[config.mk]
export PLATFORM = sky130hd
export DESIGN_NAME = fetch_stage
export DESIGN_NICKNAME = d
export VERILOG_FILES = /design/src/rtl/fetch_pkg.sv /design/src/rtl/fetch_stage_fd_pipe_reg.sv /design/src/rtl/fetch_stage.sv
export SDC_FILE = /design/constraint.sdc
export NUM_CORES = 1
export LEC_CHECK = 0
export CORE_ASPECT_RATIO = 0.5
export CORE_UTILIZATION = 45
export DETAILED_ROUTE_END_ITERATION = 8
export PLACE_DENSITY = 0.77
export RECOVER_POWER = 25
export SLEW_MARGIN = 25
export SYNTH_ARGS = -nofsm -noshare
export SYNTH_HDL_FRONTEND = slang
export SYNTH_SLANG_ARGS = --single-unit
[constraint.sdc]
create_clock -name i_clk -period 2.25 [get_ports i_clk]
set_input_delay 0.45 -clock i_clk [delete_from_list [all_inputs] [get_ports i_clk]]
set_output_delay 0.45 -clock i_clk [all_outputs]
set_load 0.02 [all_outputs]
[src/rtl/fetch_pkg.sv]
// Shared types and defaults for the instruction-fetch stage.
package fetch_pkg;

    typedef enum logic [1:0] {
        StReq,
        StHold,
        StSusp
    } fetch_state_t;

    localparam logic [31:0] DefResetVector = 32'h0000_0000;
    localparam logic [31:0] DefNopInstr    = 32'hE1A0_0000;

    function automatic logic [31:0] word_align(input logic [31:0] addr);
        return {addr[31:2], 2'b00};
    endfunction

endpackage

[src/rtl/fetch_stage_fd_pipe_reg.sv]
// F/D pipeline register: instruction, PC+8 and valid flag handed to decode.
module fd_pipe_reg
    import fetch_pkg::*;
#(
    parameter logic [31:0] NOP_INSTR = DefNopInstr,
    parameter logic [31:0] RESET_PC8 = DefResetVector + 32'd8
) (
    input  logic        i_clk,
    input  logic        i_rst_n,
    input  logic        i_en,
    input  logic        i_clr,
    input  logic        i_ld,
    input  logic        i_bubble,
    input  logic [31:0] i_instr,
    input  logic [31:0] i_pc_plus8,
    output logic [31:0] o_instr_d,
    output logic [31:0] o_pc_plus8_d,
    output logic        o_valid_d
);

    logic [31:0] r_instr;
    logic [31:0] r_pc_plus8;
    logic        r_valid;

    // Stall (i_en low) wins over clear; with nothing to load the register holds.
    always_ff @(posedge i_clk or negedge i_rst_n) begin
        if (!i_rst_n) begin
            r_instr    <= NOP_INSTR;
            r_pc_plus8 <= RESET_PC8;
            r_valid    <= 1'b0;
        end else if (i_en) begin
            if (i_clr || i_bubble) begin
                r_instr <= NOP_INSTR;
                r_valid <= 1'b0;
            end else if (i_ld) begin
                r_instr    <= i_instr;
                r_pc_plus8 <= i_pc_plus8;
                r_valid    <= 1'b1;
            end
        end
    end

    assign o_instr_d    = r_instr;
    assign o_pc_plus8_d = r_pc_plus8;
    assign o_valid_d    = r_valid;

endmodule

[src/rtl/fetch_stage.sv]
// Instruction fetch stage: owns PCF, talks to a variable-latency instruction
// memory and applies E/W-stage redirects before handing off to the F/D register.
module fetch_stage
    import fetch_pkg::*;
#(
    parameter logic [31:0] RESET_VECTOR = DefResetVector,
    parameter logic [31:0] NOP_INSTR    = DefNopInstr
) (
    input  logic        i_clk,
    input  logic        i_rst_n,
    input  logic        i_stall_f,
    input  logic        i_stall_d,
    input  logic        i_flush_d,
    input  logic        i_pc_wr_pending_f,
    input  logic        i_branch_taken_e,
    input  logic [31:0] i_branch_target_e,
    input  logic        i_pc_src_w,
    input  logic [31:0] i_result_w,
    output logic        o_imem_req,
    output logic [31:0] o_imem_addr,
    input  logic        i_imem_ready,
    input  logic [31:0] i_imem_rdata,
    output logic [31:0] o_instr_d,
    output logic [31:0] o_pc_plus8_d,
    output logic        o_valid_d,
    output logic        o_fetch_busy_f
);

    fetch_state_t r_state, w_state_d;
    logic [31:0]  r_pcf, w_pcf_d;
    logic         r_redir, w_redir_d;
    logic [31:0]  r_redir_tgt, w_redir_tgt_d;
    logic [31:0]  r_hold_instr, w_hold_instr_d;
    logic         r_outst;

    logic         w_redir;
    logic [31:0]  w_redir_tgt;
    logic         w_imem_req;
    logic         w_busy;
    logic         w_accept;
    logic [31:0]  w_pc_plus4;
    logic         w_fd_ld;
    logic         w_fd_bubble;
    logic [31:0]  w_fd_instr;

    assign w_redir     = i_pc_src_w | i_branch_taken_e;
    assign w_redir_tgt = word_align(i_pc_src_w ? i_result_w : i_branch_target_e);
    assign w_pc_plus4  = r_pcf + 32'd4;

    // A pending PC write only suppresses a fresh request; one already on the bus stays up.
    assign w_imem_req = i_rst_n & (r_state == StReq) & (~i_pc_wr_pending_f | r_outst);
    assign w_busy     = (r_state == StReq) & w_imem_req & ~i_imem_ready;
    assign w_accept   = w_imem_req & i_imem_ready;

    always_ff @(posedge i_clk or negedge i_rst_n) begin
        if (!i_rst_n) begin
            r_state      <= StReq;
            r_pcf        <= RESET_VECTOR;
            r_redir      <= 1'b0;
            r_redir_tgt  <= RESET_VECTOR;
            r_hold_instr <= NOP_INSTR;
            r_outst      <= 1'b0;
        end else begin
            r_state      <= w_state_d;
            r_pcf        <= w_pcf_d;
            r_redir      <= w_redir_d;
            r_redir_tgt  <= w_redir_tgt_d;
            r_hold_instr <= w_hold_instr_d;
            r_outst      <= w_busy;
        end
    end

    always_comb begin
        w_state_d      = r_state;
        w_pcf_d        = r_pcf;
        w_redir_d      = r_redir;
        w_redir_tgt_d  = r_redir_tgt;
        w_hold_instr_d = r_hold_instr;
        w_fd_ld        = 1'b0;
        w_fd_bubble    = 1'b0;
        w_fd_instr     = i_imem_rdata;

        if (w_redir) begin
            // ImemAddr must not move under a waiting request: park the target instead.
            if (w_busy) begin
                w_redir_d     = 1'b1;
                w_redir_tgt_d = w_redir_tgt;
            end else begin
                w_pcf_d   = w_redir_tgt;
                w_redir_d = 1'b0;
                w_state_d = StReq;
            end
        end else begin
            unique case (r_state)
                StReq: begin
                    if (w_accept) begin
                        if (r_redir) begin
                            w_pcf_d   = r_redir_tgt;
                            w_redir_d = 1'b0;
                        end else if (!i_stall_d && !i_stall_f) begin
                            w_fd_ld = 1'b1;
                            w_pcf_d = w_pc_plus4;
                        end else begin
                            w_hold_instr_d = i_imem_rdata;
                            w_state_d      = StHold;
                        end
                    end else if (!w_imem_req) begin
                        w_fd_bubble = 1'b1;
                        if (!i_stall_f) begin
                            w_state_d = StSusp;
                        end
                    end
                end
                StHold: begin
                    if (!i_stall_d && !i_stall_f) begin
                        w_fd_ld    = 1'b1;
                        w_fd_instr = r_hold_instr;
                        w_pcf_d    = w_pc_plus4;
                        w_state_d  = i_pc_wr_pending_f ? StSusp : StReq;
                    end
                end
                StSusp: begin
                    w_fd_bubble = 1'b1;
                    if (!i_pc_wr_pending_f && !i_stall_f) begin
                        w_state_d = StReq;
                    end
                end
                default: w_state_d = StReq;
            endcase
        end
    end

    fd_pipe_reg #(
        .NOP_INSTR (NOP_INSTR),
        .RESET_PC8 (RESET_VECTOR + 32'd8)
    ) u_fd_pipe_reg (
        .i_clk        (i_clk),
        .i_rst_n      (i_rst_n),
        .i_en         (~i_stall_d),
        .i_clr        (i_flush_d | w_redir),
        .i_ld         (w_fd_ld),
        .i_bubble     (w_fd_bubble),
        .i_instr      (w_fd_instr),
        .i_pc_plus8   (r_pcf + 32'd8),
        .o_instr_d    (o_instr_d),
        .o_pc_plus8_d (o_pc_plus8_d),
        .o_valid_d    (o_valid_d)
    );

    assign o_imem_req     = w_imem_req;
    assign o_imem_addr    = r_pcf;
    assign o_fetch_busy_f = w_busy;

endmodule

Yosys cells after proc, flatten, opt, wreduce, memory -nomap -nowiden
Index checks and enable logic that the tools add are counted.
{ "word_totals": {"reg_bits": 163, "output_inout_bits": 99} }
{ "classes": {"reduce_logical": 18, "n_eq_ne": 10, "add_sub_neg": 2, "n_mux": 38, "bitwise_logic": 14} }
{ "ops": {"columns": ["op", "count"], "rows": [
  ["$mux 32", 11],
  ["$pmux 32 s2", 1],
  ["$add 32x3->32 const B", 1],
  ["$add 32x4->32 const B", 1],
  ["$mux 2", 10],
  ["$ne 4x4->1 const B", 4],
  ["$mux 1", 13],
  ["$ne 3x3->1 const B", 3],
  ["$reduce_and 7->1", 1],
  ["$not 1->1", 6],
  ["$pmux 2 s3", 1],
  ["$reduce_and 2->1", 3],
  ["$reduce_and 3->1", 2],
  ["$reduce_bool 2->1", 3],
  ["$and 1x1->1", 5],
  ["$pmux 1 s2", 2],
  ["$reduce_and 4->1", 1],
  ["$logic_not 1->1", 3],
  ["$or 1x1->1", 3],
  ["$reduce_bool 3->1", 1],
  ["$eq 2x1->1 const B", 1],
  ["$eq 2x2->1 const B", 1],
  ["$logic_and 1x1->1", 2],
  ["$logic_not 2->1", 1],
  ["other kinds (2)", 2]
]} }

Logic depth before layout (Yosys ltp)
Gate-level depths: netlist (run 1).
{ "depth": {"depth_word": 10, "ltp_mapped": 8} }

Cells and area by module
A second synthesis (run 1) with hierarchy kept.
{ "hier_totals": {"hier_cells": 940, "hier_area_um2": 9516.6} }
{ "by_module_without_submodules": {"columns": ["mod", "area_per_inst_um2", "cells_per_inst", "seq_area_each_um2", "n_inst"], "rows": [
  ["fetch_stage", 6318.6, 683, 2409.8, 1],
  ["fd_pipe_reg", 3198.1, 257, 1635.3, 1]
]} }

Least setup slack after synthesis (run 1)
Ideal clock, no wire load.
{ "synth_timing": {"kind": "input to register", "startpoint": "in i_pc_wr_pending_f", "endpoint": "reg r_hold_instr[0]", "n_path_buf": 1, "t_arrival_ns": 2.597, "cell_stages": 6, "slack_ns": -0.472, "cell_sequence": "nor2b_1 > nor4b_1 > nand2_1 > nor4_2 > buf_2 > mux2_2"} }
{ "synth_between": {"elab_chain_len": 5} }
{ "synth_lines": {"columns": ["item", "line", "rtl"], "rows": [
  ["start, declared", "fetch_stage.sv:14", "input logic i_pc_wr_pending_f,"],
  ["$not 1->1", "fetch_stage.sv:51", "assign w_imem_req = i_rst_n & (r_state == StReq) & (~i_pc_wr_pending_f | r_outst);"],
  ["$or 1x1->1", "fetch_stage.sv:51", null],
  ["$and 1x1->1", "fetch_stage.sv:51", null],
  ["via o_imem_req", "fetch_stage.sv:19", "output logic o_imem_req,"],
  ["$and 1x1->1", "fetch_stage.sv:53", "assign w_accept = w_imem_req & i_imem_ready;"],
  ["$reduce_and 4->1 (no source line)", null, null],
  ["end signal, assigned", "fetch_stage.sv:68", "r_hold_instr <= w_hold_instr_d;"],
  ["end, declared", "fetch_stage.sv:33", "logic [31:0] r_hold_instr, w_hold_instr_d;"]
]} }
The timed path passes the listed nets, and every way through them passes these cells.
A chain may end at the register's enable or synchronous reset.

Final worst setup path (run 1)
{ "layout_timing": {"startpoint": "reg r_pcf[12], in the netlist o_imem_addr[12]", "endpoint": "out o_imem_addr[12]"} }
{ "layout_lines": {"columns": ["item", "line", "rtl"], "rows": [
  ["start, declared", "fetch_stage.sv:30", "logic [31:0] r_pcf, w_pcf_d;"],
  ["start signal, assigned", "fetch_stage.sv:65", "r_pcf <= w_pcf_d;"],
  ["end, declared", "fetch_stage.sv:20", "output logic [31:0] o_imem_addr,"]
]} }
No word-level cell between the ends.

==> flow_summary.json, run 1 <==
{
  "finalInstanceArea_mm2": 0.0121,
  "coreArea_mm2": 0.0178,
  "timing_worst_setup_path_type": "flop to output pin",
  "numCtsBuffers": 17,
  "remaining_drc_errors": 0,
  "max_freq_mhz": 446,
  "post_drt_via_cell_ratio": 5.80,
  "clock_sinks": 159,
  "r2r_slack_ns": 0.03,
  "ys_types": 65,
  "clockPowerShare_pct": 34.1,
  "p_int_mw": 5.95,
  "combPwrFrac_pct": 23.8,
  "finalClockSkew_ns": 0.00990,
  "cp-start-kind": "flop",
  "layout_setup_ws_ns": 0.00635,
  "worstHoldPathType": "flop to flop",
  "final_core_util_pct": 67.7,
  "swShare_pct": 30.7,
  "clock_latency_ns": 0.42,
  "post-route-min-period_ns": 2.24,
  "fin_setup_tns_ns": 0,
  "ioPinCount": 204,
  "crit_slowest_cell": "clkdlybuf4s50_1",
  "antenna_found_initial": 0,
  "grt_start_max_net_pins": 123,
  "worst-path-stages": 2,
  "p_seq_share_pct": 42.0,
  "r2r_cells": 6,
  "grt_remaining_overflow": 0,
  "placed_area_mm2": 0.0114,
  "io_buffers": 195,
  "regToRegStartpoint": "o_imem_addr[12]",
  "end_kind": "output pin",
  "finalHoldViolCount": 0,
  "synth_async_sr_flop_share_pct": 100,
  "tightestPinTransition_ns": 1.55,
  "htreeDepth": 4,
  "n_fill_cell": 1364,
  "violations": "capacitance limit, slew limit",
  "start_util_pct": 47.1,
  "place_ws_ns": -0.398,
  "cts_root_buf": "clkbuf_16",
  "die_w_um": 195,
  "synth_cells": 836,
  "wl_per_cell_um": 19.9,
  "maxCapViolations": 1,
  "cp_cell_sequence": "buf_4 -> clkdlybuf4s50_1",
  "grt_first_pass_wirelength_um": 41800,
  "antenna_cells": 0,
  "avgSynthCellArea_um2": 10.0,
  "cp_max_fo": 5,
  "postRouteWirelength_um": 26800,
  "r2r_end": "o_imem_addr[30]",
  "critical-path-max-stage-delay_ns": 0.64,
  "final_common_cell": "clkdlybuf4s50_1",
  "period_share_pct": 99.7,
  "status": "finished with violations",
  "cp-startpoint": "o_imem_addr[12]",
  "final_nets": 1206,
  "ys_seq_area_share_pct": 47.6,
  "drtPass1Iterations": 5,
  "dp_hpwl_um": 19600,
  "first_iter_violations": 675,
  "rsz0062_at_grt": "true",
  "num_rows": 34,
  "setup_violations": 0,
  "ys.flop_type": "dfrtp_1",
  "p_leak_nw": 5.24,
  "slew_viol_final": 123,
  "clkTransAtPathRegs_ns": 0.07,
  "area_growth_syn_to_layout_pct": 43.7,
  "max-vdd-ir-drop_uv": 531,
  "dpl.cell_count": 1311,
  "gp_congestion": 0.986,
  "cp.arrival_ns": 1.79,
  "mostFrequentLayoutCells": "190 x clkdlybuf4s50_1, 138 x dfrtp_1, 108 x buf_4, 95 x nand2_1, 87 x o21ai_0",
  "power_per_cell_area_mw_per_mm2": 712,
  "cp_num_buf_inv": 2,
  "num_vias": 7804,
  "grt_use_total_pct": 28.2,
  "ant_nets": 0,
  "crit_family": "buffers and inverters",
  "synth.cell_area_mm2": 0.00839,
  "synth_edf_count": 0,
  "required_ns": 1.80,
  "fin_cells": 1346,
  "final_layout_size_suffix_gt1_share_pct": 21.4,
  "tritoncts": "yes",
  "synth_warnings": 0,
  "crit_path_end": "o_imem_addr[12]",
  "dieArea_mm2": 0.0192,
  "ys_ff_latch": 159,
  "grt_pass1_vias": 7573,
  "die_h_um": 98.6,
  "slew_headroom_pct": -3.60,
  "p_sw_mw": 2.64,
  "clockBufferDepth": 2
}
==> metrics by stage <==
step / total power, mW / hold WS (ns)
6_report: 8.59 / 0.479
5_1_grt: 8.94 / 0.503
4_1_cts: 8.59 / 0.134
3_5_place_dp: 5.67 / 0.256
3_3_place_gp: 5.59 / 0.255
2_1_floorplan: 4.62 / 0.154
==> state kept, by name (all words and copies together) (netlist names), 2 cells and up <==
name,count
r_redir_tgt,30
u_fd_pipe_reg.o_pc_plus8_d,30
o_imem_addr,30
r_hold_instr,32
u_fd_pipe_reg.o_instr_d,32
r_state,2
==> cell type report <==
cell class	instances	area (um2)	share of cell area, %
clock buffers	19	433	3.59
clock inverters	13	153	1.27
inverters	8	30.0	0.249
multi-input cells	596	4140	34.4
flip-flops and latches	159	4010	33.2
well taps	234	293	2.43
repair buffers	317	3000	24.9
==> kinds of logic after synthesis <==
logic type,after synthesis,share of synthesized area (%)
and+or+nand+nor,229,13.5
adders and majority gates,2,0.298
xor gates and xnor gates,37,3.86
buffers and inverters,84,4.19
muxes,102,12.8
AOI/OAI and AO/OA,222,17.7
DFF,159,47.6
other,1,0.0447
==> how the worst min path moves through the flow <==
stage,slack [ns],cells after the start,to,startpoint
after detailed placement,0.26,1,r_outst,i_rst_n
after global placement,0.26,1,r_outst,i_rst_n
after global routing,0.50,3,r_state[1],i_pc_wr_pending_f
final,0.48,2,u_fd_pipe_reg.o_pc_plus8_d[7],u_fd_pipe_reg.o_pc_plus8_d[7]
after floorplan,0.15,0,o_imem_addr[10],i_rst_n
after CTS,0.13,2,o_imem_addr[25],i_rst_n
==> power groups by stage <==
stage	sequential (mW)	combinational, mW	clock, mW
after floorplan	3.66	0.964	0
after global placement	3.62	1.97	0
after detailed placement	3.64	2.02	0
after CTS	3.59	2.03	2.97
after global routing	3.66	2.20	3.09
final	3.61	2.05	2.93
==> layer usage <==
metal | GRT usage [%] | up-vias | share of wire (%)
met4 | 7.21 | 0 | 1.3
li1 | - | 3575 | -
met1 | 39.7 | 3819 | 45
met3 | 8.80 | 36 | 9.5
met5 | 0 | - | 0
met2 | 42.2 | 374 | 44
==> Yosys cell counts, types with 5 or more instances <==
cell,instances,area share [%]
nor2b_1,6,0.45
a221oi_1,7,0.73
xnor2_1,24,2.5
a31oi_1,11,0.82
dfrtp_1,146,44
o22ai_1,6,0.45
or4_1,5,0.45
a22o_1,7,0.73
buf_4,6,0.54
nor2_1,26,1.2
nand3_1,24,1.4
nor3_1,23,1.4
nand4_1,9,0.67
a21oi_1,19,1.1
mux2i_1,61,7.3
clkbuf_1,55,2.5
xor2_1,13,1.4
dfstp_2,13,4.1
nor4_1,11,0.82
nand2_1,97,4.3
mux2_2,41,5.5
inv_1,8,0.36
o22a_1,12,1.3
o2bb2ai_1,28,2.9
o21ai_0,87,5.2
buf_2,11,0.66
==> worst register-to-register path: cells and delay by family (launching register included) <==
family / cells / cell delay, ns
AO/OA/AOI/OAI: 2 / 0.55
buffers and inverters: 1 / 0.20
flip-flops: 1 / 0.54
AND/OR/NAND/NOR: 3 / 0.81
==> repair_timing <==
action,CTS,global route
hold buffers,1,0
gates cloned,0,1
resized for setup,5,9
buffers inserted,0,1
endpoints found under the hold margin,2,0
pin swaps,0,3
endpoints found under the setup margin,3,51
Power figures use the tool's default switching activity.
==> run 2: changes to the inputs <==
--- a/config.mk
+++ b/config.mk
@@ -9,7 +9,7 @@
 export CORE_UTILIZATION = 45
 export DETAILED_ROUTE_END_ITERATION = 8
 export PLACE_DENSITY = 0.77
-export RECOVER_POWER = 25
+export RECOVER_POWER = 50
 export SLEW_MARGIN = 25
 export SYNTH_ARGS = -nofsm -noshare
 export SYNTH_HDL_FRONTEND = slang
==> run 2 against run 1 <==
The run still ends with capacitance limit, slew limit left. Sequential power barely moved. Global-route usage unchanged. Non-clock buffer count is the same.
==> flow_summary.json, run 2 (synthesis gave the netlist of run 1 again) <==
{
  "postRouteWirelength_um": 26800,
  "p_sw_mw": 2.64,
  "cts_root_buf": "clkbuf_16",
  "status": "finished with violations",
  "area_growth_syn_to_layout_pct": 43.3,
  "cp-start-kind": "flop",
  "grt_pass1_vias": 7573,
  "tightestPinTransition_ns": 1.60,
  "dieArea_mm2": 0.0192,
  "coreArea_mm2": 0.0178,
  "ioPinCount": 204,
  "swShare_pct": 30.8,
  "grt_remaining_overflow": 0,
  "clock_sinks": 159,
  "first_iter_violations": 664,
  "max_freq_mhz": 445,
  "p_leak_nw": 5.26,
  "tritoncts": "yes",
  "period_share_pct": 99.8,
  "die_h_um": 98.6,
  "mostFrequentLayoutCells": "181 x clkdlybuf4s50_1, 138 x dfrtp_1, 106 x buf_4, 95 x nand2_1, 87 x o21ai_0",
  "antenna_found_initial": 0,
  "remaining_drc_errors": 0,
  "finalClockSkew_ns": 0.00965,
  "finalHoldViolCount": 0,
  "clkTransAtPathRegs_ns": 0.07,
  "dp_hpwl_um": 19600,
  "clockPowerShare_pct": 34.2,
  "combPwrFrac_pct": 23.8,
  "final_core_util_pct": 67.5,
  "die_w_um": 195,
  "critical-path-max-stage-delay_ns": 0.64,
  "worstHoldPathType": "flop to flop",
  "clock_latency_ns": 0.42,
  "drtPass1Iterations": 5,
  "p_seq_share_pct": 42.0,
  "num_rows": 34,
  "fin_setup_tns_ns": 0,
  "cp.arrival_ns": 1.80,
  "rsz0062_at_grt": "true",
  "wl_per_cell_um": 19.9,
  "io_buffers": 195,
  "start_util_pct": 47.1,
  "cp_cell_sequence": "buf_4 -> clkdlybuf4s50_1",
  "end_kind": "output pin",
  "required_ns": 1.80,
  "slew_viol_final": 123,
  "post_drt_via_cell_ratio": 5.76,
  "grt_start_max_net_pins": 123,
  "layout_setup_ws_ns": 0.00491,
  "post-route-min-period_ns": 2.25,
  "final_common_cell": "clkdlybuf4s50_1",
  "fin_cells": 1346,
  "max-vdd-ir-drop_uv": 534,
  "slew_headroom_pct": -6.36,
  "finalHoldWorstSlack_ns": 0.479,
  "grt_first_pass_wirelength_um": 41800,
  "timing_worst_setup_path_type": "flop to output pin",
  "dpl.cell_count": 1311,
  "p_int_mw": 5.95,
  "gp_congestion": 0.986,
  "setup_violations": 0,
  "numCtsBuffers": 17,
  "cp_max_fo": 5,
  "htreeDepth": 4,
  "maxCapViolations": 1,
  "final_layout_size_suffix_gt1_share_pct": 21.3,
  "power_per_cell_area_mw_per_mm2": 714,
  "antenna_cells": 0,
  "ant_nets": 0,
  "final_nets": 1206,
  "grt_use_total_pct": 28.2,
  "place_ws_ns": -0.398,
  "num_vias": 7748,
  "crit_slowest_cell": "clkdlybuf4s50_1",
  "violations": "capacitance limit, slew limit",
  "clockBufferDepth": 2
}
run 2: what timing repair did:
item                       4_1_cts  5_1_grt
hold endpoints to repair         2        0
pin swaps                        0        3
resized for setup                5        9
hold buffers                     1        0
gates cloned                     0        1
setup endpoints to repair        3       51
buffers inserted                 0        1
run 2: final timing paths:
kind / startpoint / end / slack (ns) / cells after the start
worst max-delay path: o_imem_addr[12] / o_imem_addr[12] / 0.005 / 2
worst min-delay path: u_fd_pipe_reg.o_pc_plus8_d[7] / u_fd_pipe_reg.o_pc_plus8_d[7] / 0.48 / 2
worst max register to register: o_imem_addr[12] / o_imem_addr[30] / 0.04 / 6
worst min register to register: u_fd_pipe_reg.o_pc_plus8_d[7] / u_fd_pipe_reg.o_pc_plus8_d[7] / 0.48 / 2
max in group asynchronous: i_rst_n / o_imem_addr[9] / 0.31 / 2
min in group asynchronous: i_rst_n / o_imem_addr[26] / 0.59 / 2
run 2: final cells by class:
type	instances	area [um2]
timing repair buffer	317	2970
sequential	159	4010
multi-input combinational	596	4140
tap	234	293
clock buffer	19	433
clock inverter	13	153
inverter	8	30.0
fill	1367	5800
run 2: per-layer routing:
metal	vias to the layer above	track usage, %	part of all wire, %
met5	-	0	0
met4	0	7.21	1.0
met3	27	8.80	9.2
met2	352	42.2	45
met1	3799	39.7	45
li1	3570	-	-
run 2: per-stage QoR:
step / instance area, um2 / power [mW]
global route: 12000 / 8.94
detailed placement: 11400 / 5.67
global placement: 11400 / 5.59
floorplan: 8470 / 4.62
CTS: 12000 / 8.59
finish: 12000 / 8.59
run 2: power groups by stage:
stage / clock, mW / sequential, mW / combinational, mW
2_1_floorplan: 0 / 3.66 / 0.964
3_3_place_gp: 0 / 3.62 / 1.97
3_5_place_dp: 0 / 3.64 / 2.02
4_1_cts: 2.97 / 3.59 / 2.03
5_1_grt: 3.09 / 3.66 / 2.19
6_report: 2.94 / 3.61 / 2.04
run 2: worst max-delay path, delay by kind of cell (launching register included):
kind,cells,cell delay (ns)
buf+inv,2,0.84
flops,1,0.54
